### src/rtl/run_monitor.sv
// Run-control monitor: tracks CPU instruction sync and PC stack,
// counts clocks/instructions and latches the first end-of-program cause.
module run_monitor #(
  parameter int PC_WIDTH    = 12,
  parameter int STACK_DEPTH = 4,
  parameter int PHASES      = 8,
  parameter int ROM_LIMIT   = 4096,
  parameter int LOOP_LIMIT  = 4,
  parameter int MAX_CYCLES  = 0,
  parameter int CNT_WIDTH   = 32,
  localparam int SP_WIDTH =
    (STACK_DEPTH > 1) ? $clog2(STACK_DEPTH) : 1
) (
  input  logic                            clock,
  input  logic                            reset,
  input  logic                            start,
  input  logic                            sync,
  input  logic [STACK_DEPTH*PC_WIDTH-1:0] pc_stack,
  input  logic [SP_WIDTH-1:0]             sp,
  output logic                            running,
  output logic                            halted,
  output logic                            done,
  output logic [2:0]                      cause,
  output logic [PC_WIDTH-1:0]             last_pc,
  output logic [CNT_WIDTH-1:0]            instr_count,
  output logic [CNT_WIDTH-1:0]            cycle_count
);

  localparam int PW = $clog2(PHASES);

  localparam logic [2:0] C_NONE  = 3'd0;
  localparam logic [2:0] C_SYNC  = 3'd1;
  localparam logic [2:0] C_SP    = 3'd2;
  localparam logic [2:0] C_PC    = 3'd3;
  localparam logic [2:0] C_LOOP  = 3'd4;
  localparam logic [2:0] C_TIME  = 3'd5;

  localparam logic [PW-1:0] PH_LAST = PW'(PHASES - 1);
  localparam logic [PW-1:0] PH_ONE  = PW'(1);
  localparam logic [CNT_WIDTH-1:0] ONE  = CNT_WIDTH'(1);
  localparam logic [CNT_WIDTH-1:0] LOOPL = CNT_WIDTH'(LOOP_LIMIT);
  localparam logic [CNT_WIDTH-1:0] MAXC  = CNT_WIDTH'(MAX_CYCLES);
  localparam logic [31:0] ROM_LIM = 32'(ROM_LIMIT);
  localparam logic [31:0] DEPTH   = 32'(STACK_DEPTH);

  typedef enum logic [1:0] {
    IDLE,
    ARMED,
    RUNNING,
    HALTED
  } state_t;

  state_t state_q, state_d;

  logic [PW-1:0]        phase_q, phase_d;
  logic [CNT_WIDTH-1:0] instr_q, instr_d;
  logic [CNT_WIDTH-1:0] cycle_q, cycle_d;
  logic [CNT_WIDTH-1:0] loop_q, loop_d;
  logic [PC_WIDTH-1:0]  last_q, last_d;
  logic [2:0]           cause_q, cause_d;
  logic                 done_q, done_d;

  logic [PC_WIDTH-1:0]  pc;
  logic                 sp_bad;
  logic                 pc_hi;
  logic                 acc;
  logic                 err;
  logic                 judge;
  logic [2:0]           hit;

  // An out-of-range sp selects no entry; pc reads as zero then.
  always_comb begin
    pc = '0;
    for (int k = 0; k < STACK_DEPTH; k++) begin
      if (sp == SP_WIDTH'(k)) begin
        pc = pc_stack[k*PC_WIDTH +: PC_WIDTH];
      end
    end
  end

  assign sp_bad = 32'(sp) >= DEPTH;
  assign pc_hi  = 32'(pc) >= ROM_LIM;

  always_comb begin
    state_d = state_q;
    phase_d = phase_q;
    instr_d = instr_q;
    cycle_d = cycle_q;
    loop_d  = loop_q;
    last_d  = last_q;
    cause_d = cause_q;
    done_d  = 1'b0;
    acc     = 1'b0;
    err     = 1'b0;
    judge   = 1'b0;
    hit     = C_NONE;

    unique case (state_q)
      IDLE, HALTED: begin
        if (start) begin
          state_d = ARMED;
          phase_d = '0;
          instr_d = '0;
          cycle_d = '0;
          loop_d  = '0;
          last_d  = '0;
          cause_d = C_NONE;
        end
      end
      ARMED: begin
        if (sync) begin
          state_d = RUNNING;
          phase_d = PH_ONE;
          instr_d = ONE;
          cycle_d = ONE;
          loop_d  = '0;
          last_d  = pc;
          acc     = 1'b1;
          judge   = 1'b1;
        end
      end
      RUNNING: begin
        judge   = 1'b1;
        cycle_d = cycle_q + ONE;
        phase_d = (phase_q == PH_LAST) ? '0
                                       : phase_q + PH_ONE;
        err     = sync != (phase_q == '0);
        if (sync) begin
          acc     = 1'b1;
          instr_d = instr_q + ONE;
          last_d  = pc;
          loop_d  = (pc == last_q) ? loop_q + ONE : '0;
        end
      end
      default: ;
    endcase

    if (err) begin
      hit = C_SYNC;
    end else if (acc && sp_bad) begin
      hit = C_SP;
    end else if (acc && pc_hi) begin
      hit = C_PC;
    end else if (acc && LOOP_LIMIT != 0 && loop_d == LOOPL) begin
      hit = C_LOOP;
    end else if (MAX_CYCLES != 0 && cycle_d == MAXC) begin
      hit = C_TIME;
    end

    if (judge && hit != C_NONE) begin
      state_d = HALTED;
      cause_d = hit;
      done_d  = 1'b1;
    end
  end

  always_ff @(posedge clock) begin
    if (reset) begin
      state_q <= IDLE;
      phase_q <= '0;
      instr_q <= '0;
      cycle_q <= '0;
      loop_q  <= '0;
      last_q  <= '0;
      cause_q <= C_NONE;
      done_q  <= 1'b0;
    end else begin
      state_q <= state_d;
      phase_q <= phase_d;
      instr_q <= instr_d;
      cycle_q <= cycle_d;
      loop_q  <= loop_d;
      last_q  <= last_d;
      cause_q <= cause_d;
      done_q  <= done_d;
    end
  end

  assign running     = (state_q == ARMED) || (state_q == RUNNING);
  assign halted      = state_q == HALTED;
  assign done        = done_q;
  assign cause       = cause_q;
  assign last_pc     = last_q;
  assign instr_count = instr_q;
  assign cycle_count = cycle_q;

endmodule

### config.mk
export PLATFORM = sky130hd
export DESIGN_NAME = run_monitor
export DESIGN_NICKNAME = d
export VERILOG_FILES = /design/src/rtl/run_monitor.sv
export SDC_FILE = /design/constraint.sdc
export NUM_CORES = 1
export LEC_CHECK = 0
export ABC_AREA = 1
export CAP_MARGIN = 20
export CORE_ASPECT_RATIO = 1.2
export CORE_MARGIN = 10
export CORE_UTILIZATION = 48
export DETAILED_ROUTE_END_ITERATION = 10
export PLACE_DENSITY = 0.81
export SYNTH_ARGS = -nofsm -noshare
export SYNTH_HDL_FRONTEND = slang
export SYNTH_SLANG_ARGS = --single-unit
export TNS_END_PERCENT = 30
### constraint.sdc
create_clock -name clock -period 2.64 [get_ports clock]
set_input_delay 0.528 -clock clock [delete_from_list [all_inputs] [get_ports clock]]
set_output_delay 0.528 -clock clock [all_outputs]
set_load 0.1 [all_outputs]
==> flow_summary.toml <==
[placed_design]
dp_hpwl_mm = 17.45
portBuffers = 134
numPlacedInstances = 1591
routabilityCongestion = 0.9817
dp_slack_ns = -0.7761

[status]
violations = "setup timing"
status = "finished with violations"

[grt]
grt.busiest_layer = "met2"
grt_use_total_pct = 23.50
grt_max_degree = 56
grt_use_met3_pct = 5.251
grt_pass1_vias = 8772
antenna_found_initial = 1
grt_pass1_wl_mm = 40.79
grt_util_met1_pct = 25.82
use_met2_pct = 41.26
overflow = 0

[synthesis]
syn-cell-area_um2 = 7288
postSynthAreaPerCell_um2 = 6.166
synth_edf_count = 0
ys_warn_count = 0
yosysTopAreaCell = "dfxtp_1"
netlist.area_leader.share_pct = 31.86
synth_area_leaders = "dfxtp_1, nand2_1, a21oi_1"
yosys_most_used_dff = "dfxtp_1"
synth.distinct_cells = 48
synth_seq_cells = 116
synth_nets = 1245
postSynthCellCount = 1182
ys_seq_area_share_pct = 31.86
async_reset_ff_share_pct = 0

[timing]
timing.final.crit_period_ns = 2.869
rsz0062_at_grt = "yes"
tightest_slew_ns = 1.024
maxSlewViolCount = 0
fin_crit_sh_pct = 108.7
fmaxAchievable_ghz = 0.3485
hold_viol_final = 0
slew_headroom_pct = 31.49
setup_ws_ns = -0.2295
finalSetupViolCount = 5
skew_ns = 0.007211

[detailed_routing]
dr.pass1.iters = 8
drt_iter0_drc = 992
vias = 9499
wl_per_cell_um = 17.31
detail-route-antenna-nets = 0
wl_mm = 28.77
drc = 0
via_per_inst = 5.715

[setup_path]
worstRegToRegCells = 19
worstSetupPathType = "primary input to flip-flop"
worstReg2RegEnd = "cause[2]"
start_kind = "primary input"
required_ns = 2.99
crit_chain = "clkdlybuf4s50_1 > nand3_1 > nand3_2 > nand2_1 > nand2_1 > nand2_1 > nand2_2 > nor2_4 > nand3_4 > nand2_8 > buf_8 > nand2_2 > o21ai_0 > nand2_1 > nand2_1 > nor2_2 > nand2_2 > nor2_4 > nand3_4 > or2_0 > a21oi_1"
cpMaxStageDelayCell = "clkdlybuf4s50_1"
r2r-start = "loop_q[2]"
cpMostUsedCell = "nand2_1"
slowest_delay_ns = 0.48
cp_data_arrival_time_ns = 3.22
reg2reg_slack_ns = -0.13
cp_max_fo = 7
cp-end-kind = "flip-flop"

[power]
p_clk_share_pct = 36.0
switchingPower_mw = 2.649
power.density_nw_per_um2 = 643.6
seqPwrFrac_pct = 27.4
swShare_pct = 37.81
internal_power_mw = 4.358
power_frac_comb_pct = 36.6
ir_worst_vdd_mv = 0.6455
p_leak_nw = 4.841

[floorplanning]
start_util_pct = 48.72
ios = 136
core-area_um2 = 14960
die-area_um2 = 20530
die_h_um = 155.0
die_x_um = 132.5
rows = 49

[clock_network]
cts_htree_levels = 4
worst_skew_pair.late_latency_ns = 0.42
cts_root_buf = "clkbuf_16"
cts.reportedPaths.clkPinSlew_ns = 0.05
max-clock-path-buffers = 2
cts_tree = "done"
numCtsBuffers = 17
cts.sinks = 116

[cells_and_area]
fillCellCount = 1089
area_growth_pct = 49.41
fin_cells = 1662
nets = 1508
fin_util_pct = 72.79
layout-drive-gt1-share_pct = 29.10
regArea_um2 = 2362
multiInputGateArea_um2 = 4642

[worst_hold_path]
hold_path_depth = 1
hp-class = "flip-flop to flip-flop"
hp-start = "instr_count[3]"
worstHoldEndpoint = "instr_count[3]"

[run]
cap_violations = 0
[power groups by stage]
stage	Combinational, mW	Sequential (mW)	Clock, mW
floorplan	1.08	2.20	0
global placement	2.21	1.93	0
detailed placement	2.23	1.93	0
CTS	2.30	1.90	2.52
global route	2.71	1.93	2.61
finish	2.56	1.92	2.52
[cell usage in the layout (no fill, tap or decap), types with 19 or more instances in the layout]
master and instances:
a21oi_1 100, nand3_2 22, dfxtp_2 20, dfxtp_1 92, nand3_1 58, nand2_2 31, nor3_1 44, clkdlybuf4s50_1 19
o21ai_0 40, dlymetal6s2s_1 29, buf_4 211, nor2_1 114, inv_1 142, nand2_1 290
[synth_stat cells, types with 2 or more instances]
cell / n
nand2_1: 318
inv_1: 149
nor2_1: 138
dfxtp_1: 116
a21oi_1: 112
nand3_1: 70
o21ai_0: 55
nor3_1: 50
clkbuf_1: 22
nand4_1: 16
nand3_2: 13
ha_1: 9
nor4_1: 9
a211oi_1: 8
o21a_1: 8
nand3b_1: 7
or2_1: 7
inv_2: 6
a31oi_1: 5
nor2_2: 5
or2_2: 5
a221oi_1: 4
and3_1: 4
buf_4: 4
buf_6: 4
nand2_2: 4
nor3b_1: 3
o211ai_1: 3
xor2_1: 3
a41oi_1: 2
buf_2: 2
nand2_4: 2
nor3_4: 2
o21ai_1: 2
o31ai_1: 2
[critical path, delay by kind of cell]
kind	cells	cell delay, ns
simple gates	17	1.82
compound gates	2	0.25
buf+inv	2	0.63
[per-layer routing]
metal / up-vias / share of wire (%) / wire (um)
li1: 4400 / - / -
met1: 4338 / 36 / 10410
met2: 583 / 49 / 14030
met3: 178 / 8.5 / 2436
met4: 0 / 6.6 / 1897
met5: - / 0 / 0
[worst max-delay path by stage]
stage	end	from	slack (ns)	cells past startpoint
2_1_floorplan	instr_count[30]	instr_count[4]	-0.02	11
3_3_place_gp	cause[2]	sp[1]	-0.69	21
3_5_place_dp	cause[2]	sp[1]	-0.78	21
4_1_cts	cause[2]	pc_stack[29]	0.005	22
5_1_grt	cause[2]	loop_q[6]	-0.37	17
6_report	cause[2]	pc_stack[18]	-0.23	21
[cell families after synthesis]
kind of cell / count (synthesis) / synth area share [%]
AND/OR/NAND/NOR: 656 / 39.91
AO/OA/AOI/OAI: 207 / 15.61
adder cells (fa/ha/maj): 9 / 1.545
flip-flops: 116 / 31.86
other: 1 / 0.05145
XOR/XNOR: 3 / 0.3606
buffers and inverters: 190 / 10.66
[layout make-up]
cell class | instances | share of cell area, %
clock inverters | 8 | 1.344
flip-flops and latches | 116 | 21.69
repair buffers | 277 | 21.92
clock buffers | 23 | 4.573
diodes | 1 | 0.02298
inverters | 156 | 5.469
multi-input cells | 877 | 42.63
well taps | 204 | 2.344
[state kept, by name, summed over array words and instances (netlist names)]
register / cells
last_pc: 12
state_q: 2
cause: 2
cycle_count: 32
phase_q: 3
done: 1
loop_q: 32
instr_count: 32
[metrics by stage]
| stage | cell area, um2 | total power, mW | hold slack [ns] | setup TNS (ns) |
|---|---|---|---|---|
| floorplan | 7303 | 3.284 | 0.4621 | -0.02274 |
| detailed placement | 9326 | 4.159 | 0.4462 | -16.35 |
| global placement | 9326 | 4.137 | 0.4439 | -11.98 |
| global route | 10890 | 7.245 | 0.4786 | -1.535 |
| finish | 10890 | 7.008 | 0.4531 | -0.5772 |
| CTS | 10310 | 6.721 | 0.4577 | 0 |
[timing repair]
item	in CTS	in global routing
gates cloned	2	1
pin swaps	19	100
setup buffers	22	14
hold buffers	0	0
setup endpoints to repair	6	14
resized for setup	51	165
Power figures use the tool's default switching activity.
